[src/rtl/i2s_dac_tx.sv]
// ----------------------------------------------------------------------------
// i2s_dac_tx
//
// Parallel-to-serial I2S transmitter for a WM8731 DAC running in slave mode.
// One stereo pair per frame is accepted over a valid/ready handshake into a
// holding register. At the start of every frame the holding register is moved
// into the frame shift register and shifted out MSB-first with the standard
// I2S one-bit delay after the LRCK edge. BCLK and DACLRCK are generated here
// from the master clock.
//
// Parameters
//   DATA_W     sample width in bits (two's complement, sent unchanged)
//   SLOT_W     BCLK periods per channel slot (>= DATA_W); trailing pad bits are 0
//   BCLK_HALF  master clock cycles per BCLK half-period
//
// Ports
//   sample_clock  in   master clock, all logic on the rising edge
//   reset         in   synchronous, active-high
//   in_valid      in   in_left/in_right carry a valid pair
//   in_ready      out  holding register empty; pair transfers on valid & ready
//   in_left       in   left sample
//   in_right      in   right sample
//   aud_bclk      out  I2S bit clock
//   aud_daclrck   out  0 = left slot, 1 = right slot
//   aud_dacdat    out  serial data, changes while BCLK is low
//   frame_start   out  1-cycle pulse when a frame is loaded
//   underrun      out  1-cycle pulse when a frame is loaded with holding empty
// ----------------------------------------------------------------------------
module i2s_dac_tx #(
    parameter int unsigned DATA_W    = 16,
    parameter int unsigned SLOT_W    = 16,
    parameter int unsigned BCLK_HALF = 6
) (
    input  logic              sample_clock,
    input  logic              reset,
    input  logic              in_valid,
    output logic              in_ready,
    input  logic [DATA_W-1:0] in_left,
    input  logic [DATA_W-1:0] in_right,
    output logic              aud_bclk,
    output logic              aud_daclrck,
    output logic              aud_dacdat,
    output logic              frame_start,
    output logic              underrun
);

    // Master clock cycles per BCLK period, and BCLK periods per frame.
    localparam int unsigned P    = 2 * BCLK_HALF;
    localparam int unsigned NPER = 2 * SLOT_W;
    localparam int unsigned PH_W = $clog2(P);
    localparam int unsigned K_W  = $clog2(NPER);

    // The frame counter is kept as (period, phase) so no divider is needed;
    // fc == 0 exactly when both are zero.
    logic [PH_W-1:0]   r_phase;
    logic [PH_W-1:0]   w_phase_d;
    logic [K_W-1:0]    r_period;
    logic [K_W-1:0]    w_period_d;

    logic              w_phase_zero;
    logic              w_phase_last;
    logic              w_period_last;
    logic              w_load;
    logic              w_accept;

    // Holding register (second half of the double buffer).
    logic              r_hold_full;
    logic              w_hold_full_d;
    logic [DATA_W-1:0] r_hold_l;
    logic [DATA_W-1:0] r_hold_r;
    logic [DATA_W-1:0] w_hold_l_d;
    logic [DATA_W-1:0] w_hold_r_d;

    // Frame word, MSB is the first bit on the wire.
    logic [SLOT_W-1:0] w_slot_l;
    logic [SLOT_W-1:0] w_slot_r;
    logic [NPER-1:0]   w_frame;
    logic [NPER-1:0]   r_shift;
    logic [NPER-1:0]   w_shift_d;

    // Registered outputs.
    logic              r_in_ready;
    logic              r_bclk;
    logic              r_lrck;
    logic              r_dacdat;
    logic              r_frame_start;
    logic              r_underrun;

    // ------------------------------------------------------------------------
    // Frame timing
    // ------------------------------------------------------------------------
    always_comb begin
        w_phase_zero  = (r_phase == '0);
        w_phase_last  = (r_phase == PH_W'(P - 1));
        w_period_last = (r_period == K_W'(NPER - 1));
        w_load        = w_phase_zero && (r_period == '0);

        w_phase_d  = w_phase_last ? '0 : r_phase + PH_W'(1);
        w_period_d = r_period;
        if (w_phase_last) begin
            w_period_d = w_period_last ? '0 : r_period + K_W'(1);
        end
    end

    // ------------------------------------------------------------------------
    // Input handshake and holding register
    // ------------------------------------------------------------------------
    assign w_accept = in_valid && r_in_ready;

    always_comb begin
        w_hold_full_d = r_hold_full;
        w_hold_l_d    = r_hold_l;
        w_hold_r_d    = r_hold_r;
        // A load drains the holding register; an accept in the same cycle
        // refills it for the following frame, so the accept must win.
        if (w_load) begin
            w_hold_full_d = 1'b0;
        end
        if (w_accept) begin
            w_hold_full_d = 1'b1;
            w_hold_l_d    = in_left;
            w_hold_r_d    = in_right;
        end
    end

    // ------------------------------------------------------------------------
    // Frame word assembly and shift register
    // ------------------------------------------------------------------------
    always_comb begin
        w_slot_l = '0;
        w_slot_r = '0;
        w_slot_l[SLOT_W-1 -: DATA_W] = r_hold_l;
        w_slot_r[SLOT_W-1 -: DATA_W] = r_hold_r;
        w_frame  = {w_slot_l, w_slot_r};
    end

    // The top bit of r_shift is the next bit to go out. At the start of a
    // frame it still holds the last bit of the previous frame, which gives the
    // one-bit I2S delay for free: output the top bit, then load.
    always_comb begin
        w_shift_d = r_shift;
        if (w_load) begin
            w_shift_d = r_hold_full ? w_frame : '0;
        end else if (w_phase_zero) begin
            w_shift_d = r_shift << 1;
        end
    end

    // ------------------------------------------------------------------------
    // State registers
    // ------------------------------------------------------------------------
    always_ff @(posedge sample_clock) begin
        if (reset) begin
            r_phase     <= '0;
            r_period    <= '0;
            r_hold_full <= 1'b0;
            r_hold_l    <= '0;
            r_hold_r    <= '0;
            r_shift     <= '0;
        end else begin
            r_phase     <= w_phase_d;
            r_period    <= w_period_d;
            r_hold_full <= w_hold_full_d;
            r_hold_l    <= w_hold_l_d;
            r_hold_r    <= w_hold_r_d;
            r_shift     <= w_shift_d;
        end
    end

    // ------------------------------------------------------------------------
    // Output registers: one cycle behind the frame counter
    // ------------------------------------------------------------------------
    always_ff @(posedge sample_clock) begin
        if (reset) begin
            r_in_ready    <= 1'b0;
            r_bclk        <= 1'b0;
            r_lrck        <= 1'b0;
            r_dacdat      <= 1'b0;
            r_frame_start <= 1'b0;
            r_underrun    <= 1'b0;
        end else begin
            r_in_ready    <= !w_hold_full_d;
            r_bclk        <= (r_phase >= PH_W'(BCLK_HALF));
            r_lrck        <= (r_period >= K_W'(SLOT_W));
            // Data only moves in the BCLK-low half, so it is stable at the rise.
            if (w_phase_zero) begin
                r_dacdat <= r_shift[NPER-1];
            end
            r_frame_start <= w_load;
            r_underrun    <= w_load && !r_hold_full;
        end
    end

    assign in_ready    = r_in_ready;
    assign aud_bclk    = r_bclk;
    assign aud_daclrck = r_lrck;
    assign aud_dacdat  = r_dacdat;
    assign frame_start = r_frame_start;
    assign underrun    = r_underrun;

endmodule

[config.mk]
export PLATFORM = sky130hd
export DESIGN_NAME = i2s_dac_tx
export DESIGN_NICKNAME = d
export VERILOG_FILES = /design/src/rtl/i2s_dac_tx.sv
export SDC_FILE = /design/constraint.sdc
export NUM_CORES = 1
export LEC_CHECK = 0
export CORE_UTILIZATION = 32
export DETAILED_ROUTE_END_ITERATION = 12
export DONT_BUFFER_PORTS = 1
export PLACE_DENSITY_LB_ADDON = 0.25
export SYNTH_ARGS = -nofsm -noshare
export SYNTH_HDL_FRONTEND = slang
export SYNTH_SLANG_ARGS = --single-unit
[constraint.sdc]
create_clock -name sample_clock -period 2.3 [get_ports sample_clock]
set_input_delay 0.46 -clock sample_clock [delete_from_list [all_inputs] [get_ports sample_clock]]
set_output_delay 0.46 -clock sample_clock [all_outputs]
set_load 0.005 [all_outputs]
==> results.toml, run 1 <==
[outcome]
status = "complete, no violations"

[sta]
fmax_mhz = 567
fin_ws_ns = 0.535
setup_viol = 0
relSlewSlack_pct = 68.4
finalCriticalPeriod_ns = 1.76
tightestPinTransition_ns = 0.472
timing.final.crit_share_pct = 76.7
hold_viol = 0
fin_skew_ns = 0.0110
rsz0062_at_grt = "false"
tns_ns = 0
drv_slew = 0

[floorplan]
ios = 41
initial_core_util_pct = 33.3
coreArea_sq_um = 9860
die_area_sq_um = 10700
chipHeight_um = 103
rows = 36
die_w_um = 103

[logic_synthesis]
syn_inst = 396
yosys_most_used_dff = "dfxtp_1"
yosysWarnings = 0
syn-num-nets = 437
synth_edf_count = 0
synth-seq-area-share_pct = 48.8
synth_cell_types = 33
synthArstFlopShare_pct = 0
synth_seq_cells = 80
syn_avg_cell_area_sq_um = 8.29
syn_area_sq_um = 3280

[clocking]
post_cts_resized = 0
cts_buffers = 9
clk_pin_slew_ns = 0.09
cts_max_path_buffers = 2
insertion_delay_ns = 0.35
clock-sinks = 80
postCtsHoldBufs = 0
root_buffer = "clkbuf_8"
cts.htree.levels = 3
cts_tree = "yes"
postCtsSetupRepairBufs = 0

[finish]
areaGrowthSynthToFinish_pct = 7.40
drive_gt1_share_pct = 7.31
layout.nets = 420
n_antenna_cell = 0

[placement]
pre_cts_slack_ns = 0.560
dp_hpwl_um = 4150
gp_congestion = 0.700
io_buffers = 0

[global_route]
antenna_found_initial = 0
grt_pass1_vias = 2353
grt_pass1_wl_um = 11700
grt_max_degree = 81
grt-ovfl-total = 0
grt_usage_pct = 14.3

[setup_path]
cpPeakStageDelay_ns = 0.51
critPathMaxFanout = 6
crit_path_top_delay_cell = "or4_1"
cp_num_buf_inv = 0
crit_arrival_ns = 2.04
crit_type = "reg2reg"
worstSetupStartpointType = "flip-flop"
cpMostUsedCell = "ha_1"
cp_top_family = "simple AND/OR/NAND/NOR gates"
endpoint_kind = "flip-flop"
path_cells = "ha_1, and3_2, ha_1, or4_1, a21oi_1"
cp.required_ns = 2.58

[routing]
drc_errors = 0
wl_per_cell_um = 13.4
drtAntennaViolNets = 0
first_pass_iters = 4
drt-total-wl_um = 6920
vias = 2548
dr.first_iter.drc_count = 169
via_per_inst = 4.94

[power_and_ir_drop]
p_per_area_nw_per_um2 = 824
ir_drop_uv = 404
power_leakage_uw = 0.00117

[run]
maxCapViolations = 0

[hold_path]
hold_class = "in2reg"
-- report_power, final --
part	switching, uW	internal, uW
Combinational	151	101
Sequential	60.1	1490
Clock	502	601
Total	714	2190
-- routing by layer --
layer	track usage [%]	routed length, um	vias to the layer above
met5	0	0	-
met4	4.88	91	0
met3	4.03	266	10
met2	21.8	3180	40
met1	19.3	3380	1173
li1	-	-	1325
-- cell usage after synthesis, types with 2 or more instances --
| master | n | area, sq um |
|---|---|---|
| mux2i_1 | 2 | 20.0 |
| a21oi_1 | 41 | 205 |
| clkbuf_1 | 18 | 67.6 |
| inv_1 | 5 | 18.8 |
| nor3b_1 | 2 | 15.0 |
| buf_2 | 6 | 30.0 |
| a311oi_1 | 31 | 272 |
| nand3b_1 | 2 | 15.0 |
| or3_1 | 2 | 12.5 |
| or4b_1 | 2 | 20.0 |
| nand2_1 | 102 | 383 |
| nand3_1 | 31 | 155 |
| ha_1 | 6 | 75.1 |
| nor2_1 | 36 | 135 |
| and3b_1 | 2 | 17.5 |
| buf_4 | 2 | 15.0 |
| o21ai_0 | 4 | 20.0 |
| dfxtp_1 | 80 | 1600 |
| buf_6 | 7 | 78.8 |
| nor3_1 | 2 | 10.0 |
-- worst paths after layout --
check,slack (ns),from,cells after the start,end
worst max-delay path,0.54,r_period[0]$_SDFFE_PP0N_,5,r_period[3]$_SDFFE_PP0N_
worst min-delay path,0.17,reset,1,r_hold_l[1]$_SDFFE_PP0P_
worst max register to register,0.54,r_period[0]$_SDFFE_PP0N_,5,r_period[3]$_SDFFE_PP0N_
worst min register to register,0.45,r_hold_r[4]$_SDFFE_PP0P_,2,r_hold_r[4]$_SDFFE_PP0P_
-- metrics by stage --
step	utilization, %	power [uW]	hold WS (ns)	instances	cell area [sq um]
after floorplan	-	1790	0.432	396	3280
after global placement	33.6	1830	0.442	501	3320
after detailed placement	33.6	1840	0.444	501	3320
after CTS	35.7	2940	0.153	516	3520
after global routing	35.7	3060	0.149	516	3520
final	35.7	2900	0.171	516	3520
-- worst reg2reg max path, cell delays in order, from the launching register on --
cell,delay [ns]
dfxtp_1,0.36
ha_1,0.23
and3_2,0.21
ha_1,0.24
or4_1,0.51
a21oi_1,0.14
-- cell type report --
cell class              instances  area, sq um
flip-flops and latches         80         1600
well taps                     133          166
multi-input cells             277         1470
fillers                      1048         6340
inverters                       5         18.8
clock inverters                 6         85.1
clock buffers                   9          124
repair buffers                  6         57.6
-- cells by family (layout without fill, tap and decap cells) --
| group | count (synthesis) | in the layout | synth area share (%) |
|---|---|---|---|
| buf+inv | 39 | 26 | 6.52 |
| compound gates | 79 | 79 | 15.8 |
| flops | 80 | 80 | 48.8 |
| simple gates | 190 | 190 | 26.0 |
| mux | 2 | 2 | 0.610 |
| fa+ha+maj | 6 | 6 | 2.29 |
-- placed cells by master (no fill, tap or decap) --
cell / count
o21ai_2: 1
a31oi_1: 1
buf_4: 5
and2_1: 1
or3_1: 2
o21ai_0: 4
nor4b_4: 1
or4b_1: 2
nand3_1: 31
nor2b_1: 1
ha_1: 6
and3_2: 1
or3b_2: 1
buf_12: 1
clkinv_2: 2
a311oi_1: 31
nand2_1: 102
inv_1: 5
mux2i_1: 2
bufinv_16: 2
nand3_2: 1
clkinvlp_4: 2
a21oi_1: 41
or4_1: 1
nand3b_1: 2
nor3_1: 2
a21boi_0: 1
nor3b_2: 2
nor2_1: 36
dfxtp_1: 80
nor3b_1: 1
and3b_1: 2
clkbuf_8: 9
nand4_1: 1
-- sequential cells by signal, summed over array words and instances (netlist names) --
register / flops
aud_daclrck: 1
r_hold_r: 16
r_shift: 32
aud_dacdat: 1
in_ready: 1
r_hold_l: 16
aud_bclk: 1
underrun: 1
r_phase: 4
r_period: 5
frame_start: 1
r_hold_full: 1
(Power assumes the default switching activity.)
==> inputs of run 2 (changes only) <==
clock period = 1.7 ns   (was 2.3 ns; I/O delays follow)
==> results.toml, run 2 (same netlist as run 1, synthesis figures left out) <==
[routing]
via_per_inst = 5.09
vias = 2668
drt-total-wl_um = 7250
drtAntennaViolNets = 0
drc_errors = 0
first_pass_iters = 4
wl_per_cell_um = 13.8
dr.first_iter.drc_count = 109

[finish]
layout_common_cells = "102 x nand2_1, 78 x dfxtp_1, 41 x a21oi_1, 36 x nor2_1"
layout.nets = 428
final_core_utilization_pct = 37.3
ff_latch_area_sq_um = 1600
top_regs = "r_shift: 32 flops, r_hold_l: 16 flops, r_hold_r: 16 flops"
drive_gt1_share_pct = 10.5
areaGrowthSynthToFinish_pct = 12.0
largest_reg_flops = 32
final_area_sq_um = 3680
n_antenna_cell = 0
final_common_cell = "nand2_1"
multi_input_area_sq_um = 1500
top_register = "r_shift"
num-fill-cells = 1013

[clocking]
cts.htree.levels = 3
cts_tree = "yes"
clock-sinks = 80
cts_max_path_buffers = 2
clk_pin_slew_ns = 0.09
cts_buffers = 9
root_buffer = "clkbuf_8"
insertion_delay_ns = 0.35

[global_route]
grt_max_degree = 81
grt_pass1_vias = 2276
antenna_found_initial = 0
grt-ovfl-total = 0
grt_usage_pct = 13.9
grt_pass1_wl_um = 11300

[sta]
setup_viol = 0
fin_skew_ns = 0.0131
timing.final.crit_share_pct = 96.7
tightestPinTransition_ns = 0.362
tns_ns = 0
fin_ws_ns = 0.0559
fmax_mhz = 608
hold_viol = 0
rsz0062_at_grt = "false"
relSlewSlack_pct = 75.9
drv_slew = 0
finalCriticalPeriod_ns = 1.64

[setup_path]
critPathMaxFanout = 5
reg2reg_slack_ns = 0.06
crit_path_start = "r_period[0]$_SDFFE_PP0N_"
rr_worst_depth = 5
cp.required_ns = 1.97
crit_type = "reg2reg"
crit_arrival_ns = 1.92
worstSetupStartpointType = "flip-flop"
endpoint = "r_period[3]$_SDFFE_PP0N_"
r2r-end = "r_period[3]$_SDFFE_PP0N_"
endpoint_kind = "flip-flop"
reg2reg_from = "r_period[0]$_SDFFE_PP0N_"

[floorplan]
initial_core_util_pct = 33.3
ios = 41
die_w_um = 103
die_area_sq_um = 10700
coreArea_sq_um = 9860
chipHeight_um = 103
rows = 36

[placement]
gp_congestion = 0.706
pre_cts_slack_ns = 0.00514
dpl_cell_area_sq_um = 3370
io_buffers = 0
dp_hpwl_um = 4230

[power_and_ir_drop]
p_per_area_nw_per_um2 = 1130
finalPower_uw = 4160
power_leakage_uw = 0.00123
ir_drop_uv = 429

[run]
maxCapViolations = 0

[outcome]
status = "complete, no violations"

[hold_path]
hold_class = "in2reg"
## run 2: changes by cell type in the layout (fill, tap and decap cells not counted), moves of 2 or more
| cell | previous run | this run |
|---|---|---|
| buf_4 | 5 | 11 |
| clkinv_2 | 2 | 0 |
| dfxtp_1 | 80 | 78 |
| dfxtp_2 | 0 | 2 |
| ha_1 | 6 | 4 |
## run 2: metrics by stage
stage	hold slack, ns	instances
3_3_place_gp	0.415	507
4_1_cts	0.0258	522
2_1_floorplan	0.432	396
3_5_place_dp	0.417	507
5_1_grt	0.0209	524
6_report	0.0544	524
## run 2: area by class of cell
type	count	area share, %
inverters	5	0.511
multi-input cells	277	40.7
well taps	133	4.53
clock buffers	10	3.74
repair buffers	14	4.02
clock inverters	5	2.86
flip-flops and latches	80	43.6
## run 2: power by group
group / switching (uW) / internal [uW]
combinational: 223 / 163
sequential: 79.6 / 2010
clock: 674 / 1010
## run 2: critical path, cell delays in order, from the launching register on
cell,delay [ns]
dfxtp_2,0.35
ha_2,0.19
and3_2,0.23
ha_4,0.16
or4_1,0.49
a21oi_1,0.14
## run 2: worst min-delay path by stage
stage / startpoint / to / cells after the start
global placement: reset / r_hold_l[1]$_SDFFE_PP0P_ / 1
CTS: reset / r_period[1]$_SDFFE_PP0N_ / 1
floorplan: r_shift[0]$_SDFFE_PP0P_ / r_shift[0]$_SDFFE_PP0P_ / 2
global route: reset / r_hold_l[1]$_SDFFE_PP0P_ / 1
detailed placement: reset / r_hold_l[2]$_SDFFE_PP0P_ / 1
finish: reset / r_hold_l[1]$_SDFFE_PP0P_ / 1
## run 2: routing by layer
layer | part of all wire (%) | track usage, % | up-vias
met5 | 0 | 0 | -
met4 | 0.69 | 4.23 | 0
met2 | 47 | 21.7 | 58
met3 | 4.3 | 4.23 | 4
li1 | - | - | 1348
met1 | 48 | 18.3 | 1258
## run 2: what timing repair did
| action | 4_1_cts | 5_1_grt |
|---|---|---|
| hold buffers | 0 | 0 |
| setup buffers | 0 | 1 |
| setup endpoints to repair | 2 | 18 |
| pin swaps | 0 | 1 |
| gates resized for setup | 3 | 7 |
| cloned | 0 | 1 |
